[src/rtl/grf_scoreboard_if.sv]
// Pipeline-side bundle for the general register file: D-stage read/issue,
// W-stage write-back, and the commit trace / error outputs.
interface grf_scoreboard_if;
    // D-stage read ports
    logic [4:0]  A1_D;
    logic [4:0]  A2_D;
    logic [31:0] RD1_D;
    logic [31:0] RD2_D;
    logic        Busy1_D;
    logic        Busy2_D;
    // D-stage destination claim
    logic        Issue_D;
    logic [4:0]  IssueA3_D;
    // W-stage write-back
    logic        WE_W;
    logic [4:0]  A3_W;
    logic [31:0] WD_W;
    logic [31:0] PC_W;
    // Commit trace and scoreboard error
    logic        Trace_V;
    logic [31:0] Trace_PC;
    logic [4:0]  Trace_A3;
    logic [31:0] Trace_WD;
    logic        Err;

    // Pipeline / hazard-unit side
    modport master (
        output A1_D, A2_D, Issue_D, IssueA3_D, WE_W, A3_W, WD_W, PC_W,
        input  RD1_D, RD2_D, Busy1_D, Busy2_D,
        input  Trace_V, Trace_PC, Trace_A3, Trace_WD, Err
    );

    // Register-file side
    modport slave (
        input  A1_D, A2_D, Issue_D, IssueA3_D, WE_W, A3_W, WD_W, PC_W,
        output RD1_D, RD2_D, Busy1_D, Busy2_D,
        output Trace_V, Trace_PC, Trace_A3, Trace_WD, Err
    );
endinterface

[src/rtl/grf_scoreboard.sv]
// 32 x 32-bit general register file with W->D bypass, a per-register
// pending-write counter scoreboard, and a one-cycle commit trace.
module grf_scoreboard #(
    parameter int unsigned CNT_W     = 2,
    parameter logic [31:0] RESET_VAL = 32'h0
) (
    input logic              clk,
    input logic              reset,
    grf_scoreboard_if.slave  bus
);

    localparam logic [CNT_W-1:0] CntMax = '1;
    localparam logic [CNT_W-1:0] CntOne = CNT_W'(1);

    // Entry 0 exists only so every 5-bit index is in range; it stays zero.
    logic [31:0]      regs_q [32];
    logic [CNT_W-1:0] cnt_q  [32];
    logic [CNT_W-1:0] cnt_d  [32];
    logic             err_q;
    logic             err_d;

    logic             trace_v_q;
    logic [31:0]      trace_pc_q;
    logic [4:0]       trace_a3_q;
    logic [31:0]      trace_wd_q;

    logic             wr_en;
    logic [31:0]      rd1;
    logic [31:0]      rd2;
    logic             busy1;
    logic             busy2;

    assign wr_en = bus.WE_W && (bus.A3_W != 5'd0);

    // Read ports: $0 is hard zero, a same-cycle write to the address is bypassed.
    always_comb begin
        rd1 = '0;
        rd2 = '0;
        if (bus.A1_D != 5'd0) begin
            rd1 = (wr_en && (bus.A3_W == bus.A1_D)) ? bus.WD_W : regs_q[bus.A1_D];
        end
        if (bus.A2_D != 5'd0) begin
            rd2 = (wr_en && (bus.A3_W == bus.A2_D)) ? bus.WD_W : regs_q[bus.A2_D];
        end
    end

    // Busy: pending count minus a retire happening this cycle is nonzero.
    // A retire against an empty counter still reads busy (count goes negative).
    always_comb begin
        busy1 = 1'b0;
        busy2 = 1'b0;
        if (bus.A1_D != 5'd0) begin
            if (bus.WE_W && (bus.A3_W == bus.A1_D)) begin
                busy1 = (cnt_q[bus.A1_D] != CntOne);
            end else begin
                busy1 = (cnt_q[bus.A1_D] != '0);
            end
        end
        if (bus.A2_D != 5'd0) begin
            if (bus.WE_W && (bus.A3_W == bus.A2_D)) begin
                busy2 = (cnt_q[bus.A2_D] != CntOne);
            end else begin
                busy2 = (cnt_q[bus.A2_D] != '0);
            end
        end
    end

    // Counter next state: issue adds, retire subtracts, both cancel; saturate and flag.
    always_comb begin
        cnt_d = cnt_q;
        err_d = err_q;
        cnt_d[0] = '0;
        for (int r = 1; r < 32; r++) begin
            logic inc;
            logic dec;
            inc = bus.Issue_D && (bus.IssueA3_D == 5'(r));
            dec = bus.WE_W && (bus.A3_W == 5'(r));
            if (inc && !dec) begin
                if (cnt_q[r] == CntMax) begin
                    err_d = 1'b1;
                end else begin
                    cnt_d[r] = cnt_q[r] + CntOne;
                end
            end else if (dec && !inc) begin
                if (cnt_q[r] == '0) begin
                    err_d = 1'b1;
                end else begin
                    cnt_d[r] = cnt_q[r] - CntOne;
                end
            end
        end
    end

    // Register array, scoreboard counters and sticky error flag.
    always_ff @(posedge clk or negedge reset) begin
        if (!reset) begin
            for (int r = 0; r < 32; r++) begin
                regs_q[r] <= (r == 0) ? 32'h0 : RESET_VAL;
                cnt_q[r]  <= '0;
            end
            err_q <= 1'b0;
        end else begin
            if (wr_en) begin
                regs_q[bus.A3_W] <= bus.WD_W;
            end
            cnt_q <= cnt_d;
            err_q <= err_d;
        end
    end

    // Commit trace: pulse for one cycle per write, payload holds between writes.
    always_ff @(posedge clk or negedge reset) begin
        if (!reset) begin
            trace_v_q  <= 1'b0;
            trace_pc_q <= '0;
            trace_a3_q <= '0;
            trace_wd_q <= '0;
        end else begin
            trace_v_q <= wr_en;
            if (wr_en) begin
                trace_pc_q <= bus.PC_W;
                trace_a3_q <= bus.A3_W;
                trace_wd_q <= bus.WD_W;
            end
        end
    end

    assign bus.RD1_D    = rd1;
    assign bus.RD2_D    = rd2;
    assign bus.Busy1_D  = busy1;
    assign bus.Busy2_D  = busy2;
    assign bus.Trace_V  = trace_v_q;
    assign bus.Trace_PC = trace_pc_q;
    assign bus.Trace_A3 = trace_a3_q;
    assign bus.Trace_WD = trace_wd_q;
    assign bus.Err      = err_q;

endmodule
[src/flat_wrapper.sv]
// flat-port wrapper written by rule: the top's interface ports become plain ports
module grf_scoreboard_flat 
#(
    parameter int unsigned CNT_W     = 2,
    parameter logic [31:0] RESET_VAL = 32'h0
)
  (clk, reset, bus_A1_D, bus_A2_D, bus_Issue_D, bus_IssueA3_D, bus_WE_W, bus_A3_W, bus_WD_W, bus_PC_W, bus_RD1_D, bus_RD2_D, bus_Busy1_D, bus_Busy2_D, bus_Trace_V, bus_Trace_PC, bus_Trace_A3, bus_Trace_WD, bus_Err);
  grf_scoreboard_if bus_i ();
  input logic clk;
  input logic reset;
  input wire logic [$bits(bus_i.A1_D)-1:0] bus_A1_D;
  input wire logic [$bits(bus_i.A2_D)-1:0] bus_A2_D;
  input wire logic [$bits(bus_i.Issue_D)-1:0] bus_Issue_D;
  input wire logic [$bits(bus_i.IssueA3_D)-1:0] bus_IssueA3_D;
  input wire logic [$bits(bus_i.WE_W)-1:0] bus_WE_W;
  input wire logic [$bits(bus_i.A3_W)-1:0] bus_A3_W;
  input wire logic [$bits(bus_i.WD_W)-1:0] bus_WD_W;
  input wire logic [$bits(bus_i.PC_W)-1:0] bus_PC_W;
  output wire logic [$bits(bus_i.RD1_D)-1:0] bus_RD1_D;
  output wire logic [$bits(bus_i.RD2_D)-1:0] bus_RD2_D;
  output wire logic [$bits(bus_i.Busy1_D)-1:0] bus_Busy1_D;
  output wire logic [$bits(bus_i.Busy2_D)-1:0] bus_Busy2_D;
  output wire logic [$bits(bus_i.Trace_V)-1:0] bus_Trace_V;
  output wire logic [$bits(bus_i.Trace_PC)-1:0] bus_Trace_PC;
  output wire logic [$bits(bus_i.Trace_A3)-1:0] bus_Trace_A3;
  output wire logic [$bits(bus_i.Trace_WD)-1:0] bus_Trace_WD;
  output wire logic [$bits(bus_i.Err)-1:0] bus_Err;
  assign bus_i.A1_D = bus_A1_D;
  assign bus_i.A2_D = bus_A2_D;
  assign bus_i.Issue_D = bus_Issue_D;
  assign bus_i.IssueA3_D = bus_IssueA3_D;
  assign bus_i.WE_W = bus_WE_W;
  assign bus_i.A3_W = bus_A3_W;
  assign bus_i.WD_W = bus_WD_W;
  assign bus_i.PC_W = bus_PC_W;
  assign bus_RD1_D = bus_i.RD1_D;
  assign bus_RD2_D = bus_i.RD2_D;
  assign bus_Busy1_D = bus_i.Busy1_D;
  assign bus_Busy2_D = bus_i.Busy2_D;
  assign bus_Trace_V = bus_i.Trace_V;
  assign bus_Trace_PC = bus_i.Trace_PC;
  assign bus_Trace_A3 = bus_i.Trace_A3;
  assign bus_Trace_WD = bus_i.Trace_WD;
  assign bus_Err = bus_i.Err;
  grf_scoreboard #(.CNT_W(CNT_W), .RESET_VAL(RESET_VAL)) u_core (.clk(clk), .reset(reset), .bus(bus_i));
endmodule
[config.mk]
export PLATFORM = sky130hd
export DESIGN_NAME = grf_scoreboard_flat
export DESIGN_NICKNAME = d
export VERILOG_FILES = /design/src/rtl/grf_scoreboard_if.sv /design/src/rtl/grf_scoreboard.sv /design/src/flat_wrapper.sv
export SDC_FILE = /design/constraint.sdc
export NUM_CORES = 2
export LEC_CHECK = 0
export BUFFER_PORTS_ARGS = -buffer_cell sky130_fd_sc_hd__buf_2
export CAP_MARGIN = 15
export CORE_ASPECT_RATIO = 1.2
export CORE_MARGIN = 2
export CORE_UTILIZATION = 38
export DETAILED_ROUTE_END_ITERATION = 10
export PLACE_DENSITY = 0.67
export SLEW_MARGIN = 20
export SYNTH_ARGS = -nofsm -noshare
export SYNTH_HDL_FRONTEND = slang
export SYNTH_SLANG_ARGS = --single-unit
[constraint.sdc]
create_clock -name clk -period 2.7 [get_ports clk]
set_clock_uncertainty 0.05 [all_clocks]
set_input_delay 0.135 -clock clk [delete_from_list [all_inputs] [get_ports clk]]
set_output_delay 0.135 -clock clk [all_outputs]
set_load 0.02 [all_outputs]
# --- After elaboration in Yosys (flattened, before gate mapping) ---
# Cells that the tools add are included.
totals:
  register_bits: 1157
  inputBits: 88
  output_inout_bits: 137
  word_cells: 857
classes:
  addsub: 62
  n_lt_le_gt_ge: 4
  n_eq_ne: 159
  n_mux: 271
  bitwise: 3
  reduce_logical: 290
ops:
  columns: ["cell", "count"]
  rows:
  - ["$bwmux W1024", 1]
  - ["$bmux W32 S5", 2]
  - ["$mux W32", 9]
  - ["$mux W2", 128]
  - ["$demux W32 S5", 1]
  - ["$eq A5 B5 Y1 const B", 32]
  - ["$logic_and A1 B1 Y1", 130]
  - ["$mux W1", 128]
  - ["$reduce_and A3 Y1", 31]
  - ["$eq A5 B4 Y1 const B", 16]
  - ["$ne A2 B1 Y1 const B", 33]
  - ["$reduce_bool A2 Y1", 33]
  - ["$add A2 B1 Y2 const B", 31]
  - ["$eq A2 B2 Y1 const B", 31]
  - ["$logic_not A1 Y1", 62]
  - ["$logic_not A2 Y1", 31]
  - ["$ne A2 B2 Y1 const B", 31]
  - ["$sub A2 B1 Y2 const B", 31]
  - ["$eq A5 B3 Y1 const B", 8]
  - ["$bmux W2 S5", 2]
  - ["$eq A5 B2 Y1 const B", 4]
  - ["$ge A6 B6 Y1 const B", 3]
  - ["$not A5 Y6", 3]
  - ["$reduce_bool A5 Y1", 3]
  - ["other kinds (3)", 5]

# --- Logic depth before layout (Yosys ltp) ---
depth:
  depth_word: 96
  mapped_depth: 10
  ltp_nobuf: 6

# --- Worst setup path after synthesis ---
# No wires, ideal clock.
synth_path:
  kind: "input -> output"
  from: "input bus_A2_D[0]"
  to: "output bus_RD2_D[0]"
  arrival_time_ns: 2.572
  required_ns: 2.515
  path_slack_ns: -0.057
  stages: 7
  path_buffers: 3
  cell_sequence: "buf_2 buf_1 buf_1 mux4_2 mux4_2 a22oi_1 o21ai_0"
synth_between:
  elab_chain_cells: 6
  word_cells_on_any_way: 9
  classes_between: "eq/ne (1); mux (5); bitwise (1); reduce/logical (2)"
synth_lines:
  columns: ["element", "line_no", "source"]
  rows:
  - ["start, declared", "flat_wrapper.sv:12", "input wire logic [$bits(bus_i.A2_D)-1:0] bus_A2_D;"]
  - ["$not A5 Y6 (not written as such)", "grf_scoreboard.sv:43", "rd2 = (wr_en && (bus.A3_W == bus.A2_D)) ? bus.WD_W : regs_q[bus.A2_D];"]
  - ["$bmux W32 S5", "grf_scoreboard.sv:43", null]
  - ["$mux W32 (not written as such) (2 in a row)", "grf_scoreboard.sv:43", null]
  - ["$mux W32", "grf_scoreboard.sv:43", null]
  - ["$mux W32 *", "grf_scoreboard.sv:42", "if (bus.A2_D != 5'd0) begin"]
  - ["end, declared", "flat_wrapper.sv:20", "output wire logic [$bits(bus_i.RD2_D)-1:0] bus_RD2_D;"]
# Mark *: on every way between the ends. The rest lies on a longest branch, timed or not. The select of a mux whose other input is x is not followed.

# --- Worst setup path after layout ---
layout_path:
  from: "register u_core.cnt_q[16] (netlist bit)"
  to: "output bus_Busy1_D"
layout_between:
  elab_chain_cells: 6
  word_cells_on_any_way: 7
  classes_between: "eq/ne (1); mux (5); reduce/logical (1)"
layout_lines:
  columns: ["element", "line_no", "source"]
  rows:
  - ["start, declared", "grf_scoreboard.sv:17", "logic [CNT_W-1:0] cnt_q [32];"]
  - ["start signal, assigned", "grf_scoreboard.sv:106", "cnt_q <= cnt_d;"]
  - ["$bmux W2 S5 *", "grf_scoreboard.sv:54, grf_scoreboard.sv:56", null]
  - ["$mux W2 (not written as such) * (2 in a row)", "grf_scoreboard.sv:54, grf_scoreboard.sv:56", null]
  - ["$ne A2 B1 Y1 or $reduce_bool A2 Y1 (tied branches)", "grf_scoreboard.sv:54, grf_scoreboard.sv:56", null]
  - ["$mux W1 *", "grf_scoreboard.sv:53", "if (bus.WE_W && (bus.A3_W == bus.A1_D)) begin"]
  - ["$mux W1 *", "grf_scoreboard.sv:52", "if (bus.A1_D != 5'd0) begin"]
  - ["end, declared", "flat_wrapper.sv:21", "output wire logic [$bits(bus_i.Busy1_D)-1:0] bus_Busy1_D;"]
# Marked as above.

==> reports/results.ini <==
[status]
outcome=finished, violations left
violations=negative setup slack

[setup_path]
r2r_start=u_core.cnt_q[41]$_DFFE_PN0P_
crit_chain=mux4_2 -> and3b_1 -> a21oi_2 -> a31oi_2 -> o31a_1 -> a211o_1 -> buf_6
cp-start-kind=flip-flop
required_ns=2.52
worstPathMaxFanout=3
max_stage_delay_ns=0.52
cp_top_family=compound AO/OA/AOI/OAI gates
critical_path_class=reg -> out
slowest_stage=mux4_2
timing.critical_path.from=u_core.cnt_q[16]$_DFFE_PN0P_
crit_buf_inv=1
end_kind=output pin
worstPathArrival_ns=2.93

[power_and_ir_drop]
netSwitchingFraction_pct=28.2
p_sw_uw=14800
intPower_uw=37800
fin_total_pwr_uw=52600
peakVddDrop_v=0.000555
pwr_density_cell_mw_per_mm2=703
cellLeakagePower_uw=0.0322
pwr-share-comb_pct=23.9
clkPwrFrac_pct=32.3
p_seq_share_pct=43.8

[run]
max_cap_viol_count=0

[grt]
grt_max_degree=90
met2_usage_pct=39.4
grt_overflow_total=0
met3_usage_pct=4.53
grt_use_met1_pct=32.0
grt_pass1_wl_um=301000
grt_pass1_vias=43600
grt_usage_pct=24.4
antenna_found_initial=7
busiest_layer=met2

[yosys]
dominantRegCellSynth=dfrtp_1
synth_cell_types=72
seq_area_frac_synth_pct=46.6
synth.ff_latch_count=1157
syn-cell-area_mm2=0.0622
ys.warnings.count=0
post_synth.cell_area_avg_um2=14.4
syn_inst=4318
synth_edf_count=0
syn-num-nets=4406
synthArstFlopShare_pct=100

[sta]
timing.final.crit_share_pct=115
min_period_ns=3.12
final_hold_viol_count=0
setup_viol=66
fin_ws_ns=-0.417
slew_headroom_pct=27.4
slew_viol_final=0
rsz0062_at_grt=yes
max_freq_ghz=0.321
tightest_slew_ns=1.09

[min_path]
hold_path.class=in -> reg
min_from=bus_A3_W[4]

[drt]
wl_um=204000
detail-route-antenna-nets=0
vias=42400
wl_per_cell_um=29.5
drtIter0Drc=4127
drc=0
viasPerCell=6.12
drtPass1Iterations=6

[die]
dieArea_mm2=0.167
start_util_pct=38.3
fp.dieW_um=373
num_rows=162
die_h_um=447
io_pins=225
core_area_mm2=0.162

[cts]
cts.sinks=1157
cts_tree=yes
cts_max_path_buffers=3
htree_num_levels=3
cts_buffers=113
cts_root_buf=clkbuf_16
clkTransAtPathRegs_ns=0.07
clk_latency_ns=0.76

[final_layout]
final_cell_area_mm2=0.0748
drive_above_1_share_pct=55.4
finalNetCount=4776
area_delta_synth_final_pct=20.3

[placement]
numPortBuffers=224
placed_cell_area_mm2=0.0688
gp_congestion=0.940
dp_slack_ns=-0.121
dp_hpwl_um=128000

[final timing paths]
check	slack, ns	endpoint	cells past startpoint
setup reg to reg	0.31	u_core.bus.Err$_DFF_PN0_	4
min in group asynchronous	0.20	u_core.cnt_q[50]$_DFFE_PN0P_	3
hold / removal	0.005	u_core.cnt_q[53]$_DFFE_PN0P_	6
hold reg to reg	0.35	u_core.regs_q[1009]$_DFFE_PN0P_	0
max in group asynchronous	1.82	u_core.regs_q[942]$_DFFE_PN0P_	3
setup / recovery	-0.42	bus_Busy1_D	7
[cells in the final DEF, fill, tap and decap left out, types with 28 or more instances in the layout]
cell type	synthesis	layout
a21oi_1	41	40
a22oi_2	0	64
buf_12	0	122
buf_2	14	167
buf_4	4	296
buf_6	4	51
clkbuf_16	0	114
clkbuf_8	3	39
dfrtp_1	1157	1142
dlygate4sd3_1	0	78
inv_1	29	28
mux2_2	963	963
mux4_2	669	669
nand2_1	464	449
nor2_1	90	71
o21ai_0	117	53
o21ai_2	0	31
[Yosys cell counts, types with 4 or more instances]
master	instances	area (um^2)
mux2_2	963	10800
clkbuf_1	367	1380
or4_1	4	30.0
nor3_1	18	90.1
nor2b_1	5	31.3
nor4_1	10	62.6
inv_1	29	109
buf_1	73	274
xor2_1	10	87.6
dfrtp_1	1157	29000
buf_6	4	45.0
and4b_1	5	50.1
or2_2	13	81.3
a22oi_1	64	480
a21oi_1	41	205
buf_4	4	30.0
and3_1	9	56.3
nor2_1	90	338
a211oi_1	25	188
nand4_1	5	31.3
a22o_1	4	35.0
or3_1	4	25.0
buf_2	14	70.1
mux4_2	669	15100
mux2i_1	12	120
o21ai_0	117	586
and2_1	11	68.8
nand2b_1	9	56.3
nand4b_1	5	43.8
a31oi_1	10	62.6
o22ai_1	7	43.8
o211ai_1	21	158
nand2_1	464	1740
o2111ai_1	15	131
[kinds of logic (layout without fill, tap and decap cells)]
logic type | count (synthesis) | in the layout | share of synthesized area (%)
xor gates and xnor gates | 13 | 13 | 0.183
DFF | 1157 | 1157 | 46.6
muxes | 1644 | 1644 | 41.9
AOI/OAI and AO/OA | 330 | 330 | 3.43
other | 0 | 4 | 0
and+or+nand+nor | 679 | 679 | 4.78
buffers and inverters | 495 | 961 | 3.14
[power groups by stage]
stage | logic [uW] | registers [uW] | clock network, uW
6_report | 12600 | 23000 | 17000
5_1_grt | 13400 | 23400 | 17900
4_1_cts | 12600 | 22900 | 17300
3_5_place_dp | 11800 | 23200 | 0
2_1_floorplan | 8200 | 22500 | 0
3_3_place_gp | 11500 | 23000 | 0
[per-layer routing]
| metal | share of wire, % | vias to the layer above |
|---|---|---|
| li1 | - | 17200 |
| met1 | 40 | 22800 |
| met2 | 48 | 1956 |
| met3 | 7.6 | 432 |
| met4 | 4.7 | 4 |
| met5 | 0.018 | - |
[worst min-delay path, stage by stage]
cell and delay, ns:
buf_2 0.18, nor4bb_2 0.11, o211ai_1 0.13, buf_4 0.13, nand2_1 0.05, nand2_1 0.05
[sequential cells by signal (all words and copies together), names as in the netlist]
name                 flops
u_core.bus.Trace_V       1
u_core.cnt_q            62
u_core.bus.Trace_PC     32
u_core.bus.Err           1
u_core.bus.Trace_WD     32
u_core.bus.Trace_A3      5
u_core.regs_q         1024
[metrics by stage]
step                      utilization, %  cells  hold slack (ns)  setup TNS [ns]
after floorplan                        -   4318           -0.211               0
after global placement              42.4   6600            0.144          -0.128
after detailed placement            42.4   6600            0.159          -0.147
after CTS                           45.9   6903          0.00299          -15.87
after global routing                46.1   6918           0.0520          -11.96
final                               46.1   6920          0.00498           -8.28
[timing repair]
item / in CTS / in global routing
pin swaps: 79 / 14
buffers inserted: 13 / 14
cloned: 0 / 1
hold buffers: 80 / 1
hold endpoints to repair: 1229 / 1
gates resized for setup: 270 / 29
endpoints found under the setup margin: 66 / 66
[cell type report]
type	instances	area (um^2)
Fill cell	13900	87600
Multi-Input combinational cell	2666	32100
Sequential cell	1157	29000
Timing Repair Buffer	721	6980
Clock buffer	175	3450
Tap cell	2132	2670
Clock inverter	36	513
Inverter	29	110
Antenna cell	4	10.0
(Power assumes the default switching activity.)
